## src/rtl/spin_pkg.sv

```systemverilog
// Shared definitions for the spin clock generator:
// mode encodings, FSM states and default half-periods.
package spin_pkg;

    localparam logic [1:0] MODE_STOP = 2'b00;
    localparam logic [1:0] MODE_FAST = 2'b01;
    localparam logic [1:0] MODE_MED  = 2'b10;
    localparam logic [1:0] MODE_SLOW = 2'b11;

    localparam logic [31:0] D_FAST_DEF = 32'd1000000;
    localparam logic [31:0] D_MED_DEF  = 32'd5000000;
    localparam logic [31:0] D_SLOW_DEF = 32'd8000000;

    typedef enum logic {
        S_IDLE = 1'b0,
        S_RUN  = 1'b1
    } state_t;

endpackage

```

## src/rtl/spin_div_counter.sv

```systemverilog
// Half-period counter with clear, enable and a terminal flag
// against a runtime divisor; wraps to zero on terminal.
module spin_div_counter #(
    parameter int unsigned WIDTH = 32
) (
    input  logic             clk_i,
    input  logic             rst_i,
    input  logic             clr_i,
    input  logic             en_i,
    input  logic [WIDTH-1:0] div_i,
    output logic             term_o
);

    logic [WIDTH-1:0] cnt_q;
    logic [WIDTH-1:0] cnt_d;

    assign term_o = en_i && (cnt_q == div_i - WIDTH'(1));

    always_comb begin
        cnt_d = cnt_q;
        if (clr_i || term_o) begin
            cnt_d = '0;
        end else if (en_i) begin
            cnt_d = cnt_q + WIDTH'(1);
        end
    end

    always_ff @(posedge clk_i) begin
        if (rst_i) begin
            cnt_q <= '0;
        end else begin
            cnt_q <= cnt_d;
        end
    end

endmodule

```

## src/rtl/spin_clock_gen.sv

```systemverilog
// Mode-selectable 50% duty clock divider; mode changes and
// stop requests take effect only at half-period boundaries.
module spin_clock_gen
    import spin_pkg::*;
#(
    parameter int unsigned WIDTH  = 32,
    parameter logic [31:0] D_FAST = D_FAST_DEF,
    parameter logic [31:0] D_MED  = D_MED_DEF,
    parameter logic [31:0] D_SLOW = D_SLOW_DEF
) (
    input  logic       cin,
    input  logic       rst,
    input  logic       en,
    input  logic [1:0] mode,
    output logic       cout,
    output logic       tick,
    output logic [1:0] active_mode
);

    if (D_FAST == 32'd0 || D_MED == 32'd0 || D_SLOW == 32'd0 ||
        (64'(D_FAST) >> WIDTH) != 64'd0 ||
        (64'(D_MED) >> WIDTH) != 64'd0 ||
        (64'(D_SLOW) >> WIDTH) != 64'd0) begin : g_bad_param
        $error("spin_clock_gen: divisor parameter out of range");
    end

    localparam logic [WIDTH-1:0] DF_W = WIDTH'(D_FAST);
    localparam logic [WIDTH-1:0] DM_W = WIDTH'(D_MED);
    localparam logic [WIDTH-1:0] DS_W = WIDTH'(D_SLOW);

    state_t           state_q, state_d;
    logic             cout_q, cout_d;
    logic             tick_q, tick_d;
    logic [1:0]       act_q, act_d;
    logic [WIDTH-1:0] div;
    logic             term;
    logic             start;

    always_comb begin
        case (act_q)
            MODE_MED:  div = DM_W;
            MODE_SLOW: div = DS_W;
            default:   div = DF_W;
        endcase
    end

    spin_div_counter #(
        .WIDTH (WIDTH)
    ) u_cnt (
        .clk_i  (cin),
        .rst_i  (rst),
        .clr_i  (state_q == S_IDLE),
        .en_i   (en && (state_q == S_RUN)),
        .div_i  (div),
        .term_o (term)
    );

    assign start = en && (mode != MODE_STOP);

    always_ff @(posedge cin) begin
        if (rst) begin
            state_q <= S_IDLE;
            cout_q  <= 1'b0;
            tick_q  <= 1'b0;
            act_q   <= MODE_STOP;
        end else begin
            state_q <= state_d;
            cout_q  <= cout_d;
            tick_q  <= tick_d;
            act_q   <= act_d;
        end
    end

    always_comb begin
        state_d = state_q;
        case (state_q)
            S_IDLE: if (start) state_d = S_RUN;
            S_RUN:  if (term && mode == MODE_STOP) state_d = S_IDLE;
            default: state_d = S_IDLE;
        endcase
    end

    // A stop request parks cout low; tick only if that is a real edge.
    always_comb begin
        cout_d = cout_q;
        tick_d = 1'b0;
        act_d  = act_q;
        case (state_q)
            S_IDLE: begin
                if (start) act_d = mode;
            end
            S_RUN: begin
                if (term) begin
                    if (mode == MODE_STOP) begin
                        cout_d = 1'b0;
                        tick_d = cout_q;
                        act_d  = MODE_STOP;
                    end else begin
                        cout_d = ~cout_q;
                        tick_d = 1'b1;
                        act_d  = mode;
                    end
                end
            end
            default: ;
        endcase
    end

    assign cout        = cout_q;
    assign tick        = tick_q;
    assign active_mode = act_q;

endmodule

```

## config.mk

```make
export PLATFORM = sky130hd
export DESIGN_NAME = spin_clock_gen
export DESIGN_NICKNAME = d
export VERILOG_FILES = /design/src/rtl/spin_pkg.sv /design/src/rtl/spin_div_counter.sv /design/src/rtl/spin_clock_gen.sv
export SDC_FILE = /design/constraint.sdc
export NUM_CORES = 1
export LEC_CHECK = 0
export CORE_MARGIN = 10
export CORE_UTILIZATION = 53
export CTS_CLUSTER_SIZE = 20
export DETAILED_ROUTE_END_ITERATION = 7
export MAX_ROUTING_LAYER = met4
export PLACE_DENSITY = 0.74
export SLEW_MARGIN = 40
export SYNTH_ARGS = -nofsm -noshare
export SYNTH_HDL_FRONTEND = slang
export SYNTH_SLANG_ARGS = --single-unit
```

## constraint.sdc

```tcl
create_clock -name cin -period 2.1 [get_ports cin]
set_input_delay 0.42 -clock cin [delete_from_list [all_inputs] [get_ports cin]]
set_output_delay 0.42 -clock cin [all_outputs]
set_load 0.01 [all_outputs]
```

# Word level (Yosys, flattened, before mapping)
# Cells that the tools add are included.
totals:
  output_inout_bits: 4
  reg_bits: 37
  elab_cells: 36
  in_bits: 5
op_classes:
  mux: 10
  bitwise: 3
  n_eq_ne: 5
  addsub: 2
  n_reduce_logical: 11
ops:
  columns: ["op", "n"]
  rows:
  - ["$pmux W23 S2", 1]
  - ["$add A32 B1 Y32 const B", 1]
  - ["$eq A32 B32 Y1", 1]
  - ["$sub A23 B1 Y24 const B", 1]
  - ["$mux W2", 3]
  - ["$eq A2 B2 Y1 const B", 2]
  - ["$logic_and A1 B1 Y1", 4]
  - ["$mux W1", 4]
  - ["$pmux W2 S2", 1]
  - ["$reduce_and A2 Y1", 2]
  - ["$not A1 Y1", 3]
  - ["$reduce_or A3 Y1", 1]
  - ["$logic_not A2 Y1", 1]
  - ["$ne A2 B1 Y1 const B", 1]
  - ["$ne A2 B2 Y1 const B", 1]
  - ["$pmux W1 S2", 1]
  - ["$reduce_bool A2 Y1", 1]
  - ["$reduce_or A2 Y1", 1]
  - ["$logic_or A1 B1 Y1", 1]

# Logic depth before layout (Yosys ltp)
depth:
  ltp_word: 8
  mapped_depth: 8
  mapped_depth_nobuf: 6

# By module
# Synthesis repeated with hierarchy kept, for this count alone.
hier_totals:
  hier_cells: 356
  hier_area_um2: 2960.3
by_module_without_submodules:
  columns: ["mod", "area_per_inst_um2", "instances", "seq_area_each_um2", "cells_each"]
  rows:
  - ["spin_div_counter", 2671.3, 1, 640.6, 321]
  - ["spin_clock_gen", 289.0, 1, 100.1, 35]

# Worst setup path after synthesis
# OpenSTA, ideal clock, no wires.
synth_path:
  kind: "register to register"
  startpoint: "register act_q[1], in the netlist active_mode[1]"
  endpoint: "register cout_q, in the netlist cout"
  synth_period_minus_slack_ns: 2.168
  path_slack_ns: -0.068
  required_ns: 2.030
  path_stages_with_launch: 6
  arrival_time_ns: 2.098
  setup_time_ns: 0.070
  cell_sequence: "dfxtp_1 > nand2b_1 > or4b_1 > a2111o_1 > or4_1 > a21oi_1"
synth_between:
  elab_chain_cells: 6
  word_cells_on_any_way: 7
  cone_classes: "1 x add/sub; 3 x eq/ne; 1 x mux; 2 x reduce/logical"
synth_rtl:
  columns: ["item", "line_no", "source"]
  rows:
  - ["from (decl)", "spin_clock_gen.sv:34", "logic [1:0] act_q, act_d;"]
  - ["from (signal assigned)", "spin_clock_gen.sv:70", "act_q <= act_d;"]
  - ["$eq A2 B2 Y1", "spin_clock_gen.sv:40", "case (act_q)"]
  - ["$pmux W23 S2 (*)", "spin_clock_gen.sv:40", null]
  - ["$sub A23 B1 Y24 (*)", "spin_div_counter.sv:17", "assign term_o = en_i && (cnt_q == div_i - WIDTH'(1));"]
  - ["$eq A32 B32 Y1 (*)", "spin_div_counter.sv:17", null]
  - ["$logic_and A1 B1 Y1 (*)", "spin_div_counter.sv:17", null]
  - ["$reduce_and A2 Y1 (no line) (*)", null, null]
  - ["to (signal assigned)", "spin_clock_gen.sv:68", "cout_q <= cout_d;"]
  - ["to (decl)", "spin_clock_gen.sv:32", "logic cout_q, cout_d;"]
# Every way passes the cells marked *; elsewhere a longest branch is shown, timed or not.
# A chain may end at the register's enable or synchronous reset.

# Worst setup path after layout
layout_path:
  startpoint: "register act_q[0], in the netlist active_mode[0]"
  endpoint: "register u_cnt.cnt_q[30]"
layout_between:
  elab_chain_cells: 7
  word_cells_on_any_way: 8
  cone_classes: "1 x add/sub; 3 x eq/ne; 1 x mux; 3 x reduce/logical"
layout_rtl:
  columns: ["item", "line_no", "source"]
  rows:
  - ["$eq A2 B2 Y1", "spin_clock_gen.sv:40", null]
  - ["$pmux W23 S2 (*)", "spin_clock_gen.sv:40", null]
  - ["$sub A23 B1 Y24 (*)", "spin_div_counter.sv:17", null]
  - ["$eq A32 B32 Y1 (*)", "spin_div_counter.sv:17", null]
  - ["$logic_and A1 B1 Y1 (*)", "spin_div_counter.sv:17", null]
  - ["$logic_or A1 B1 Y1 (*)", "spin_div_counter.sv:21", "if (clr_i || term_o) begin"]
  - ["$reduce_or A2 Y1 (no line) (*)", null, null]
  - ["to (signal assigned)", "spin_div_counter.sv:32", "cnt_q <= cnt_d;"]
  - ["to (decl)", "spin_div_counter.sv:14", "logic [WIDTH-1:0] cnt_q;"]
# Marks and branches as above.

==> metrics.log <==
INFO  metric run_status = complete, but fails checks
INFO  metric failed_checks = negative setup slack
INFO  metric num_io_pins = 9
INFO  metric clock_sinks = 37
INFO  metric setup.worst_path.start_class = register
INFO  metric synth-compound-area-share = ~7.4%
INFO  metric gr-total-overflow = 0
INFO  metric flow.area_growth_from_synthesis = 21.3%
INFO  metric grt.total_usage = 14.0%
INFO  metric cts-root-buf = clkbuf_4
INFO  metric finalHoldViolations = 0
INFO  metric layout-drive-gt1-share = ~17%
INFO  metric rsz0062_at_grt = yes
INFO  metric syn_inst = ~220
INFO  metric power.net_switching = about 0.28 mW
INFO  metric nFillCells = 320
INFO  metric final.period_utilization = 100%
INFO  metric synth_top_family_by_area = simple AND/OR/NAND/NOR gates
INFO  metric yosys_register_bits = 37
INFO  metric synth_edf_count = 0
INFO  metric internal_power = roughly 0.87 mW
INFO  metric dr.first_iter.drc_count = about 180
INFO  metric place_ws = -0.217 ns
INFO  metric dieHeight = just under 80 um
INFO  metric worst_slew_pin_slew = roughly 0.35 ns
INFO  metric slew_headroom = 76.5%
INFO  metric synth_area_per_inst = between 8 and 9 um^2
INFO  metric fmaxAchievable = roughly 0.47 GHz
INFO  metric synth_flop_cell = dfxtp_1
INFO  metric design.die.area = 6310 um^2
INFO  metric yosysSeqAreaShare = around two fifths
INFO  metric skew = ~0.013 ns
INFO  metric cts.path.max_buffers = 2
INFO  metric layout_setup_ws = -0.00891 ns
INFO  metric cts_htree_levels = 2
INFO  metric cts.clk_slew.worst_paths = approximately 0.12 ns
INFO  metric fp.coreArea = ~3400 um^2
INFO  metric criticalPathCategory = reg2reg
INFO  metric clock_insertion_delay_worst_skew = 0.36 ns
INFO  metric unique_cell_type_count_in_the_yosys_netlist = 40
INFO  metric grt_antenna_before_repair = 0
INFO  metric ctsHoldBuffers = 0
INFO  metric regToRegSetupSlack = -0.009 ns
INFO  metric total_leakage_power = roughly 0.7 nW
INFO  metric port_buffers = 8
INFO  metric synthMuxAreaShare = 0.535%
INFO  metric setup.worst_path.start = active_mode[0]$_SDFFE_PP0P_
INFO  metric totalWireLength = approximately 4.3 mm
INFO  metric routabilityCongestion = between 0.8 and 0.9
INFO  metric via_count = 1,664
INFO  metric dp_hpwl = approximately 2.9 mm
INFO  metric synth.area.top_cells = dfxtp_1 (40%), xnor2_1 (11%), nor2_1 (7.8%), nor4_1 (3.7%), xor2_1 (3.3%)
INFO  metric cp_max_fo = 32
INFO  metric drt_drc_violations_left = 0
INFO  metric row_count = 21
INFO  metric timing.critical_path.to_type = register
INFO  metric post_place_instance_area = approximately 2200 um^2
INFO  metric layout_min_cycle_time = approximately 2.1 ns
INFO  metric antennaDiodeCount = 0
INFO  metric detailed_routing_iteration_count_for_the_pre_antenna_repair_pass = 4
INFO  metric gate_power_share = under 10%
INFO  metric synth_fa_ha_area_share = less than 1%
INFO  metric chipWidth = 79.4 um
INFO  metric drv.max_cap_violation_count = 0
INFO  metric avgRoutedWirePerCell = roughly 14 um
INFO  metric r2r_start = active_mode[0]$_SDFFE_PP0P_
INFO  metric grt_first_pass_wirelength = 6.99 mm
INFO  metric min_path_type = reg2reg
INFO  metric synth_commonest_cells = nor2_1 (39), dfxtp_1 (37), xnor2_1 (24)
INFO  metric cts_tree = done
INFO  metric grt_start_max_net_pins = 33
INFO  metric peakVddDrop = ~0.30 mV
INFO  metric syn_nets = around 230
INFO  metric most_common_cell_in_the_netlist = nor2_1
INFO  metric initial_standard_cell_utilization_of_the_core = between 50% and 60%
INFO  metric synth_xor_xnor_area_share = between 10 and 15%
INFO  metric switching_share = between 20% and 30%
INFO  metric seqPwrFrac = between 60% and 70%
INFO  metric postSynth.asyncResetShare = 0%
INFO  metric finalSetupTns = -0.0318 ns
INFO  metric arrival = between 2 and 2.5 ns
INFO  metric timing.final.max_slew_violations = 0
INFO  metric numCtsBuffers = 5
INFO  metric synth.yosys.warnings = 0
INFO  metric post-layout-total-power = 1.15 mW
INFO  metric dp.cells = just under 300
INFO  metric post_layout_net_count = approximately 260
INFO  metric required = 2.35 ns
INFO  metric finalSetupViolations = 9
INFO  metric post-synth-top-area-fraction = between 30% and 40%
INFO  metric worstRegToRegCells = 7
INFO  metric synth_area = 1870 um^2
INFO  metric via_per_inst = about 5.6
INFO  metric area_share_of_and_or_nand_nor_cells_after_synthesis = 34.4%
INFO  metric p_per_area = roughly 510 nW/um^2
INFO  metric clock_power_share = 32.1%
INFO  metric final-instance-count-excl-fill = roughly 300
INFO  metric cp-endpoint = u_cnt.cnt_q[30]$_SDFFE_PP0P_
INFO  metric reg2reg_to = u_cnt.cnt_q[30]$_SDFFE_PP0P_
INFO  metric final_design_area_no_fill = ~2300 um^2
INFO  metric ant_nets = 0
INFO  metric synth_top_cell_by_area = dfxtp_1
INFO  metric grt_pass1_vias = 1,541
-- through the flow --
step | utilization, % | hold WS, ns
floorplan | - | 0.479
global placement | 64.2 | 0.495
detailed placement | 64.2 | 0.507
CTS | 65.9 | 0.535
global route | 67.5 | 0.559
finish | 67.5 | 0.541
-- kinds of logic after synthesis --
family          Yosys count
buf+inv                  14
fa+ha+maj                 1
flops                    37
compound gates           19
mux                       1
simple gates            120
xor+xnor                 31
-- worst max-delay path: stages (launching register included) --
cell	delay, ns
dfxtp_2	0.33
nand2b_4	0.13
or4b_4	0.48
a2111o_1	0.47
buf_6	0.15
o21ai_4	0.17
buf_12	0.20
nor2_1	0.07
-- how the worst min path moves through the flow --
stage	from	end	slack, ns	cells past startpoint
floorplan	u_cnt.cnt_q[1]$_SDFFE_PP0P_	u_cnt.cnt_q[1]$_SDFFE_PP0P_	0.48	2
global placement	u_cnt.cnt_q[1]$_SDFFE_PP0P_	u_cnt.cnt_q[1]$_SDFFE_PP0P_	0.50	2
detailed placement	u_cnt.cnt_q[1]$_SDFFE_PP0P_	u_cnt.cnt_q[1]$_SDFFE_PP0P_	0.51	2
CTS	u_cnt.cnt_q[1]$_SDFFE_PP0P_	u_cnt.cnt_q[1]$_SDFFE_PP0P_	0.54	2
global route	u_cnt.cnt_q[1]$_SDFFE_PP0P_	u_cnt.cnt_q[1]$_SDFFE_PP0P_	0.56	2
finish	u_cnt.cnt_q[1]$_SDFFE_PP0P_	u_cnt.cnt_q[1]$_SDFFE_PP0P_	0.54	2
-- repair_timing --
item                       in CTS  in global routing
setup endpoints to repair       1                 18
gates resized for setup         1                 11
pin swaps                       0                  3
setup buffers                   0                  1
-- final cells by class --
type                            instances  area, um^2  share of cell area, %
Clock buffer                            6        41.3                   1.82
Sequential cell                        37         747                   32.9
Timing Repair Buffer                   32         277                   12.2
Inverter                                4        15.0                  0.661
Multi-Input combinational cell        172        1120                   49.5
Clock inverter                          2        10.0                  0.441
Tap cell                               46        57.6                   2.53
-- metal layers --
layer | track usage (%) | part of all wire (%) | vias to the layer above
li1 | - | - | 846
met1 | 16.8 | 47 | 785
met2 | 21.7 | 48 | 24
met3 | 4.39 | 2.9 | 9
met4 | 4.30 | 1.7 | 0
met5 | - | 0 | -
-- power groups by stage --
stage	Sequential [mW]	Combinational (mW)	Clock [mW]
after floorplan	0.730	0.0302	0
after global placement	0.728	0.0673	0
after detailed placement	0.728	0.0676	0
after CTS	0.712	0.0678	0.378
after global routing	0.713	0.0770	0.410
final	0.712	0.0708	0.369
-- sequential cells by signal (all words and copies together), names as in the netlist --
register / flops
state_q: 1
active_mode: 2
cout: 1
tick: 1
u_cnt.cnt_q: 32
-- cells in the final DEF, fill, tap and decap left out, types with 2 or more instances in the layout --
cell and count:
nor2_1 38, dfxtp_1 34, xnor2_1 24, buf_4 22
nand2_1 12, nor4_1 11, nand3_1 11, nor3_1 8
clkdlybuf4s50_1 8, nand4_1 7, xor2_1 7, a21oi_1 5
and4_1 5, clkbuf_4 5, inv_1 4, nand4b_1 4
nor2b_1 3, and2_1 3, and3_1 3, nor4b_2 2
or3_1 2, a21bo_2 2, nand2b_1 2, o32ai_1 2
o21ai_0 2, nor3b_1 2, dfxtp_2 2, clkinv_2 2
Power figures use the tool's default switching activity.
